`src/rtl/layer_addr_pipe.sv`:
```
// Layer-address front end: latches a layer header and pixel, computes layer-relative
// coordinates and read enables, and for in-bounds text layers divides layerX by glyph width.
module layer_addr_pipe #(
    parameter int unsigned PIX_W = 11,
    parameter int unsigned DIM_W = 16,
    parameter int unsigned HDR_W = 128
) (
    input  logic             clk,
    input  logic             rst_n,
    input  logic             in_valid,
    output logic             in_ready,
    input  logic [HDR_W-1:0] hdr,
    input  logic [PIX_W-1:0] pixelX,
    input  logic [PIX_W-1:0] pixelY,
    output logic             out_valid,
    input  logic             out_ready,
    output logic             readRamEn,
    output logic             readFlashEn,
    output logic [7:0]       layerID,
    output logic [DIM_W-1:0] layerX,
    output logic [DIM_W-1:0] layerY,
    output logic [DIM_W-1:0] charIndex,
    output logic [DIM_W-1:0] charCol,
    output logic [DIM_W-1:0] fontIdx,
    output logic [7:0]       frameIdx
);

    localparam int unsigned CNT_W = $clog2(DIM_W + 1);

    typedef enum logic [1:0] {
        S_IDLE,
        S_CALC,
        S_DIV,
        S_HOLD
    } state_t;

    state_t r_state, w_state_nxt;

    // Latched transaction
    logic             r_pop, r_sprite;
    logic [7:0]       r_id, r_frame;
    logic [DIM_W-1:0] r_width, r_height, r_posX, r_posY, r_font, r_numChars;
    logic [PIX_W-1:0] r_px, r_py;

    // Registered results
    logic             r_ram, r_flash;
    logic [7:0]       r_layerID, r_frameIdx;
    logic [DIM_W-1:0] r_layerX, r_layerY, r_charIndex, r_charCol, r_fontIdx;

    // Divider state
    logic [DIM_W-1:0] r_quo, r_rem;
    logic [CNT_W-1:0] r_cnt;

    logic               w_unused_hdr;
    logic [DIM_W-1:0]   w_layerX, w_layerY;
    logic [2*DIM_W-1:0] w_extent;
    logic               w_in_w, w_in_h, w_in_text;
    logic               w_ram, w_flash, w_go_div;
    logic [DIM_W:0]     w_shift, w_trial;
    logic [DIM_W-1:0]   w_quo_nxt, w_rem_nxt;
    logic               w_div_last;

    // Only the documented header fields are consumed; the rest is intentionally dropped.
    assign w_unused_hdr = ^hdr;

    assign w_layerX  = DIM_W'(r_px) - r_posX;
    assign w_layerY  = DIM_W'(r_py) - r_posY;
    assign w_in_w    = w_layerX < r_width;
    assign w_in_h    = w_layerY < r_height;
    assign w_extent  = {{DIM_W{1'b0}}, r_numChars} * {{DIM_W{1'b0}}, r_width};
    assign w_in_text = {{DIM_W{1'b0}}, w_layerX} < w_extent;
    assign w_ram     = r_pop & w_in_h & (r_sprite ? w_in_w : w_in_text);
    assign w_flash   = r_pop & ~r_sprite & w_in_text & w_in_h;
    assign w_go_div  = w_flash & (r_width != '0);

    // Restoring step: shift in the next dividend bit, subtract if it fits.
    assign w_shift    = {r_rem, r_quo[DIM_W-1]};
    assign w_trial    = w_shift - {1'b0, r_width};
    assign w_rem_nxt  = w_trial[DIM_W] ? w_shift[DIM_W-1:0] : w_trial[DIM_W-1:0];
    assign w_quo_nxt  = {r_quo[DIM_W-2:0], ~w_trial[DIM_W]};
    assign w_div_last = (r_cnt == CNT_W'(DIM_W - 1));

    always_comb begin
        w_state_nxt = r_state;
        in_ready    = 1'b0;
        out_valid   = 1'b0;
        case (r_state)
            S_IDLE: begin
                in_ready = 1'b1;
                if (in_valid) w_state_nxt = S_CALC;
            end
            S_CALC: w_state_nxt = w_go_div ? S_DIV : S_HOLD;
            S_DIV:  if (w_div_last) w_state_nxt = S_HOLD;
            S_HOLD: begin
                out_valid = 1'b1;
                if (out_ready) w_state_nxt = S_IDLE;
            end
            default: w_state_nxt = S_IDLE;
        endcase
    end

    always_ff @(posedge clk) begin
        if (!rst_n) begin
            r_state     <= S_IDLE;
            r_pop       <= 1'b0;
            r_sprite    <= 1'b0;
            r_id        <= '0;
            r_frame     <= '0;
            r_width     <= '0;
            r_height    <= '0;
            r_posX      <= '0;
            r_posY      <= '0;
            r_font      <= '0;
            r_numChars  <= '0;
            r_px        <= '0;
            r_py        <= '0;
            r_ram       <= 1'b0;
            r_flash     <= 1'b0;
            r_layerID   <= '0;
            r_frameIdx  <= '0;
            r_layerX    <= '0;
            r_layerY    <= '0;
            r_charIndex <= '0;
            r_charCol   <= '0;
            r_fontIdx   <= '0;
            r_quo       <= '0;
            r_rem       <= '0;
            r_cnt       <= '0;
        end else begin
            r_state <= w_state_nxt;
            case (r_state)
                S_IDLE: begin
                    if (in_valid) begin
                        r_pop      <= hdr[0];
                        r_sprite   <= hdr[1];
                        r_id       <= hdr[15:8];
                        r_width    <= DIM_W'(hdr[31:16]);
                        r_height   <= DIM_W'(hdr[47:32]);
                        r_posX     <= DIM_W'(hdr[63:48]);
                        r_posY     <= DIM_W'(hdr[79:64]);
                        r_font     <= DIM_W'(hdr[95:80]);
                        r_numChars <= DIM_W'(hdr[111:96]);
                        r_frame    <= hdr[127:120];
                        r_px       <= pixelX;
                        r_py       <= pixelY;
                    end
                end
                S_CALC: begin
                    r_ram       <= w_ram;
                    r_flash     <= w_flash;
                    r_layerID   <= r_id;
                    r_frameIdx  <= r_frame;
                    r_fontIdx   <= r_font;
                    r_layerX    <= w_layerX;
                    r_layerY    <= w_layerY;
                    r_charIndex <= '0;
                    r_charCol   <= w_layerX;
                    r_quo       <= w_layerX;
                    r_rem       <= '0;
                    r_cnt       <= '0;
                end
                S_DIV: begin
                    r_quo <= w_quo_nxt;
                    r_rem <= w_rem_nxt;
                    r_cnt <= r_cnt + 1'b1;
                    if (w_div_last) begin
                        r_charIndex <= w_quo_nxt;
                        r_charCol   <= w_rem_nxt;
                    end
                end
                default: ;
            endcase
        end
    end

    assign readRamEn   = r_ram;
    assign readFlashEn = r_flash;
    assign layerID     = r_layerID;
    assign layerX      = r_layerX;
    assign layerY      = r_layerY;
    assign charIndex   = r_charIndex;
    assign charCol     = r_charCol;
    assign fontIdx     = r_fontIdx;
    assign frameIdx    = r_frameIdx;

endmodule

```
`config.mk`:
```
export PLATFORM = sky130hd
export DESIGN_NAME = layer_addr_pipe
export DESIGN_NICKNAME = d
export VERILOG_FILES = /design/src/rtl/layer_addr_pipe.sv
export SDC_FILE = /design/constraint.sdc
export NUM_CORES = 1
export LEC_CHECK = 0
export CORE_AREA = 2 2 176 221
export CTS_BUF_LIST = sky130_fd_sc_hd__clkbuf_8
export DETAILED_ROUTE_END_ITERATION = 16
export DIE_AREA = 0 0 178 223
export PLACE_DENSITY = 0.79
export REMOVE_ABC_BUFFERS = 1
export SYNTH_ARGS = -nofsm -noshare
export SYNTH_HDL_FRONTEND = slang
export SYNTH_SLANG_ARGS = --single-unit
```
`constraint.sdc`:
```
create_clock -name clk -period 8.3 [get_ports clk]
set_input_delay 1.66 -clock clk [delete_from_list [all_inputs] [get_ports clk]]
set_output_delay 1.66 -clock clk [all_outputs]
set_load 0.02 [all_outputs]
```
==> After elaboration in Yosys (flattened, before gate mapping) <==
Index checks and enable logic that the tools add are counted.
{ "word_totals": {"regBits": 273, "input_bits": 154, "output_inout_bits": 100} }
{ "classes": {"n_addsub": 4, "n_reduce_logical": 6, "bitwise": 8, "n_eq_ne": 7, "n_mul": 1, "magnitude_cmp": 3, "n_mux": 16} }
{ "op_table": {"columns": ["operator", "count"], "rows": [
  ["case mux 16 bit (2 select lines)", 4],
  ["two-way mux 16 bit", 3],
  ["< comparator 16 bit", 2],
  ["< comparator 16 x 32 -> 1 bit", 1],
  ["multiplier 16 x 16 -> 32 bit", 1],
  ["subtractor 11 x 16 -> 16 bit", 2],
  ["subtractor 17 x 16 -> 17 bit", 1],
  ["nonzero test 16 bit", 1],
  ["case mux 5 bit (2 select lines)", 1],
  ["case mux 2 bit (4 select lines)", 1],
  ["bitwise AND 1 bit", 6],
  ["two-way mux 2 bit", 3],
  ["!= test 2 bit (second input constant)", 3],
  ["adder 5 x 1 -> 5 bit (second input constant)", 1],
  ["equality test 5 x 4 -> 1 bit (second input constant)", 1],
  ["equality test 2 bit (second input constant)", 2],
  ["two-way mux 1 bit", 4],
  ["AND reduction 2 bit", 2],
  ["AND reduction 3 bit", 1],
  ["equality test 2 x 1 -> 1 bit (second input constant)", 1],
  ["zero test 2 bit", 1],
  ["inverter 1 bit", 2],
  ["nonzero test 2 bit", 1]
]} }

==> Logic depth before layout (Yosys ltp) <==
{ "logic_depth": {"word_depth": 7, "mapped_depth": 30, "ltp_nobuf": 29} }

==> Worst setup path before layout <==
No wires, ideal clock.
{ "synth_path": {"kind": "register to register", "startpoint": "register r_width[8]", "endpoint": "register r_flash, in the netlist readFlashEn", "synth_period_minus_slack_ns": 7.370, "setup_slack_ns": 0.930, "required_time_ns": 8.174, "stages_incl_launch_ff": 31, "t_arrival_ns": 7.245, "setup_time_ns": 0.126, "cell_sequence": "dfxtp_1 clkbuf_1 buf_1 nand2_1 fa_1 inv_1 fa_1 inv_1 fa_1 inv_1 fa_1 fa_1 inv_1 fa_1 inv_1 ha_1 clkbuf_1 a21oi_1 nand2_1 a21oi_1 xor2_1 ha_1 nor2_1 a21oi_1 o211ai_1 or4_1 nor4b_2 o2111ai_1 or4_1 nor3_2 o21ai_0"} }
{ "synth_via": {"elab_chain_len": 4} }
{ "synth_lines": {"columns": ["element", "line_no", "text"], "rows": [
  ["start, declared", "42", "logic [DIM_W-1:0] r_width, r_height, r_posX, r_posY, r_font, r_numChars;"],
  ["start signal, assigned", "137", "r_width <= DIM_W'(hdr[31:16]);"],
  ["multiplier 16 x 16 -> 32 bit", "70", "assign w_extent = {{DIM_W{1'b0}}, r_numChars} * {{DIM_W{1'b0}}, r_width};"],
  ["< comparator 16 x 32 -> 1 bit", "71", "assign w_in_text = {{DIM_W{1'b0}}, w_layerX} < w_extent;"],
  ["bitwise AND 1 bit (2 in a row)", "73", "assign w_flash = r_pop & ~r_sprite & w_in_text & w_in_h;"],
  ["end signal, assigned", "150", "r_flash <= w_flash;"],
  ["end, declared", "46", "logic r_ram, r_flash;"]
]} }
No other way between the ends.
A chain may end at the register's enable or synchronous reset.

==> Worst setup path in the final report <==
{ "layout_path": {"startpoint": "register r_numChars[5]", "endpoint": "register r_flash, in the netlist readFlashEn"} }
{ "layout_via": {"elab_chain_len": 4} }
{ "layout_lines": {"columns": ["element", "line_no", "text"], "rows": [
  ["start, declared", "42", null],
  ["start signal, assigned", "142", "r_numChars <= DIM_W'(hdr[111:96]);"],
  ["multiplier 16 x 16 -> 32 bit", "70", null],
  ["< comparator 16 x 32 -> 1 bit", "71", null],
  ["bitwise AND 1 bit (2 in a row)", "73", null]
]} }
No other way between the ends.

==> impl_metrics.py <==
metrics = {
    "run_status": {
        "result_of_the_run": "completed",
    },
    "worst_setup_path": {
        "cp-end-kind": "register",
        "crit_path_max_fanout": 10,
        "cp_data_required_time_ps": 8800,
        "worstReg2RegStart": "r_numChars[5]$_SDFFE_PN0P_",
        "class_of_the_most_critical_setup_path": "register to register",
        "critPathLaunchType": "register",
        "reg2reg_setup_slack_ps": 400,
        "critical_path.reg2reg.endpoint": "readFlashEn$_SDFFE_PN0P_",
        "reg2reg_depth": 27,
        "cp.arrival_ps": 8400,
    },
    "global_route": {
        "grt_max_degree": 115,
        "total_global_routing_overflow": 0,
        "global_route_usage_over_all_layers": 0.314,
        "first_global_vias": 20467,
        "grt_pass1_wl_mm": 100,
        "grt_antenna_before_repair": 2,
    },
    "clock_network": {
        "clockBufferDepth": 3,
        "cts_inserted_buffers": 46,
        "postCtsSetupBuffers": 0,
        "tritoncts": "done",
        "clock-sinks": 273,
        "cts_max_level": 2,
        "clk-insertion-delay-late_ps": 640,
        "cts.clk_slew.worst_paths_ps": 60,
        "ctsHoldBuffers": 0,
        "cts_root_buf": "clkbuf_8",
    },
    "timing": {
        "timing.hold.ws_ps": 454,
        "timing.max_slew.rel_slack": 0.188,
        "fin_crit_sh": 0.951,
        "timing.final.max_slew_violations": 0,
        "fin_worst_setup_slack_ps": 404,
        "worstMarginPinSlew_ps": 1210,
        "hold_viol_final": 0,
        "setup_violations": 0,
        "achievable-frequency_ghz": 0.127,
        "finClkSkew_ps": 28.1,
        "grt_setup_unrepaired": "false",
        "final.setup.tns_ps": 0,
        "min_period_ps": 7900,
    },
    "floorplanning": {
        "vert_die_dim_um": 223,
        "die_area_um2": 39700,
        "core_um2": 37700,
        "die_w_um": 178,
        "num_io_pins": 254,
        "floorplan.initialDensity": 0.583,
        "std_cell_rows": 80,
    },
    "final_layout": {
        "mostFrequentLayoutCells": "nand2_1, inv_1, dfxtp_1",
        "fin_util": 0.685,
        "most_common_cell_after_layout_fill_and_taps_aside": "nand2_1",
        "drive_above_1_share": 0.0479,
        "layout.nets": 3394,
        "synthToLayoutAreaGrowth_pct": 17.4,
    },
    "yosys": {
        "top_cells_by_area_synth": "dfxtp_1, fa_1, ha_1",
        "synth-warning-count": 0,
        "compound_gate_portion_of_the_synthesized_area": 0.142,
        "syn_avg_cell_area_um2": 8.23,
        "synth_xor_xnor_area_share": 0.0207,
        "yosys-mux-area-fraction": 0.0332,
        "post_synthesis_share_of_cell_area_spent_on_full_adders_half_adders_and_majority_gates": 0.289,
        "synth_enable_flop_cells": 0,
        "ys_seq_area_frac": 0.248,
        "yosys.area_share.simple": 0.186,
        "asyncSetResetFlopFracSynth": 0,
        "gate_count_of_the_mapped_netlist": 2674,
        "synth.ff_latch_count": 273,
        "synth.cell_area_um2": 22000,
        "yosys.cell_types.count": 74,
        "synth_top_cell_by_area": "dfxtp_1",
        "yosys.area.top_type_share": 0.248,
        "dominant_combinational_cell_family_by_area_after_synthesis": "adder cells",
        "synth_top_flop_cell": "dfxtp_1",
    },
    "detailed_routing": {
        "detailroute.via_count": 19232,
        "routed_wl_mm": 60.2,
        "drt_pre_antenna_iters": 7,
        "drc": 0,
        "route.detailed.wl_per_inst_um": 17.8,
        "ant_nets": 0,
        "number_of_vias_per_cell": 5.70,
        "initialDrtViolationCount": 1088,
    },
    "worst_hold_path": {
        "worst_hold_path.num_cells": 2,
        "worstHoldPathType": "register to register",
        "hold_crit_start": "r_posY[5]$_SDFFE_PN0P_",
        "whs_endpoint": "r_posY[5]$_SDFFE_PN0P_",
    },
    "power": {
        "p_sw_frac": 0.449,
        "power_share_of_the_sequential_group": 0.258,
        "intPower_mw": 3.93,
        "comb_power_share": 0.540,
        "power_density_nw_per_um2": 276,
        "power.total_mw": 7.13,
        "ir_drop_mv": 0.248,
        "reported_leakage_power_nw": 11.3,
        "share_clk_of_total_power": 0.201,
        "net-switching-power_mw": 3.20,
    },
    "placement": {
        "place.port_buffers": 239,
        "dp.final_hpwl_mm": 45.2,
        "dp_slack_ps": 446,
        "routabilityCongestion": 0.896,
    },
    "run": {
        "cap_viol_max_count": 0,
    },
}
[routing by layer]
metal	vias up	track usage	share of wire
li1	9104	-	-
met1	9287	0.350	0.37
met4	0	0.142	0.044
met5	-	0	0
met3	179	0.0857	0.080
met2	662	0.553	0.50
[critical path: stages, from the launching register on]
cell and delay [ps]:
dfxtp_1 400, buf_4 240, and2_1 170, fa_1 540, inv_1 60, fa_1 560
fa_1 440, fa_1 500, inv_1 60, fa_1 540, inv_1 60, fa_1 530
inv_1 40, ha_1 410, a21boi_0 240, o41a_1 220, a21oi_1 90, xor2_1 160
ha_1 290, nor2_1 60, a21oi_1 130, o211ai_1 120, or4_1 510, nor4b_2 290
o2111ai_1 150, or4_1 540, nor3_2 260, o21ai_0 150
[worst max-delay path by stage]
| stage | endpoint | from |
|---|---|---|
| after floorplan | readRamEn$_SDFFE_PN0P_ | r_width[9]$_SDFFE_PN0P_ |
| after global placement | readFlashEn$_SDFFE_PN0P_ | r_width[4]$_SDFFE_PN0P_ |
| after detailed placement | readFlashEn$_SDFFE_PN0P_ | r_width[4]$_SDFFE_PN0P_ |
| after CTS | readFlashEn$_SDFFE_PN0P_ | r_width[4]$_SDFFE_PN0P_ |
| after global routing | readFlashEn$_SDFFE_PN0P_ | r_numChars[5]$_SDFFE_PN0P_ |
| final | readFlashEn$_SDFFE_PN0P_ | r_numChars[5]$_SDFFE_PN0P_ |
[repair_timing]
action                                  4_1_cts  5_1_grt
resized for setup                             0        5
endpoints found under the setup margin        0        3
hold endpoints to repair                      0        0
[kinds of logic after synthesis]
group / after synthesis
xor+xnor: 52
fa+ha+maj: 390
mux: 73
buf+inv: 471
flops: 273
simple gates: 912
compound gates: 503
[cell usage after synthesis, drive strengths merged (20+ instances only)]
library cell    n
nand2         491
nor2          154
buf            26
and2          125
clkbuf        125
fa            197
mux2i          72
nor3           20
a211oi         25
ha            193
xor2           20
a21o           24
a21oi         224
o21ai          80
xnor2          32
nand3          37
inv           318
dfxtp         273
[power by group through the flow]
stage	Combinational [mW]	Sequential [mW]	Clock [mW]
after floorplan	2.44	1.94	0
after global placement	3.66	1.84	0
after detailed placement	3.79	1.86	0
after CTS	3.83	1.83	1.45
after global routing	4.29	1.87	1.51
final	3.85	1.84	1.43
[final cells by class]
cell class | instances | area (µm²)
Multi-Input combinational cell | 1930 | 14800
Antenna cell | 1 | 2.50
Clock inverter | 27 | 332
Timing Repair Buffer | 279 | 2690
Clock buffer | 54 | 743
Tap cell | 492 | 616
Inverter | 320 | 1210
Fill cell | 3026 | 11900
Sequential cell | 273 | 5470
[flip-flops by register name, summed over array words and instances, names as in the netlist, 11 cells and up]
register / cells
r_rem: 16
charIndex: 16
charCol: 16
layerX: 16
r_width: 16
layerY: 16
r_height: 16
r_px: 11
r_posY: 16
r_numChars: 16
r_py: 11
r_posX: 16
fontIdx: 16
r_quo: 16
r_font: 16
[through the flow]
stage                     area, µm²  cells
after floorplan               21400   2523
final                         25800   3376
after global placement        24800   3294
after global routing          25800   3376
after detailed placement      24800   3294
after CTS                     25800   3375
(Power assumes the default switching activity.)
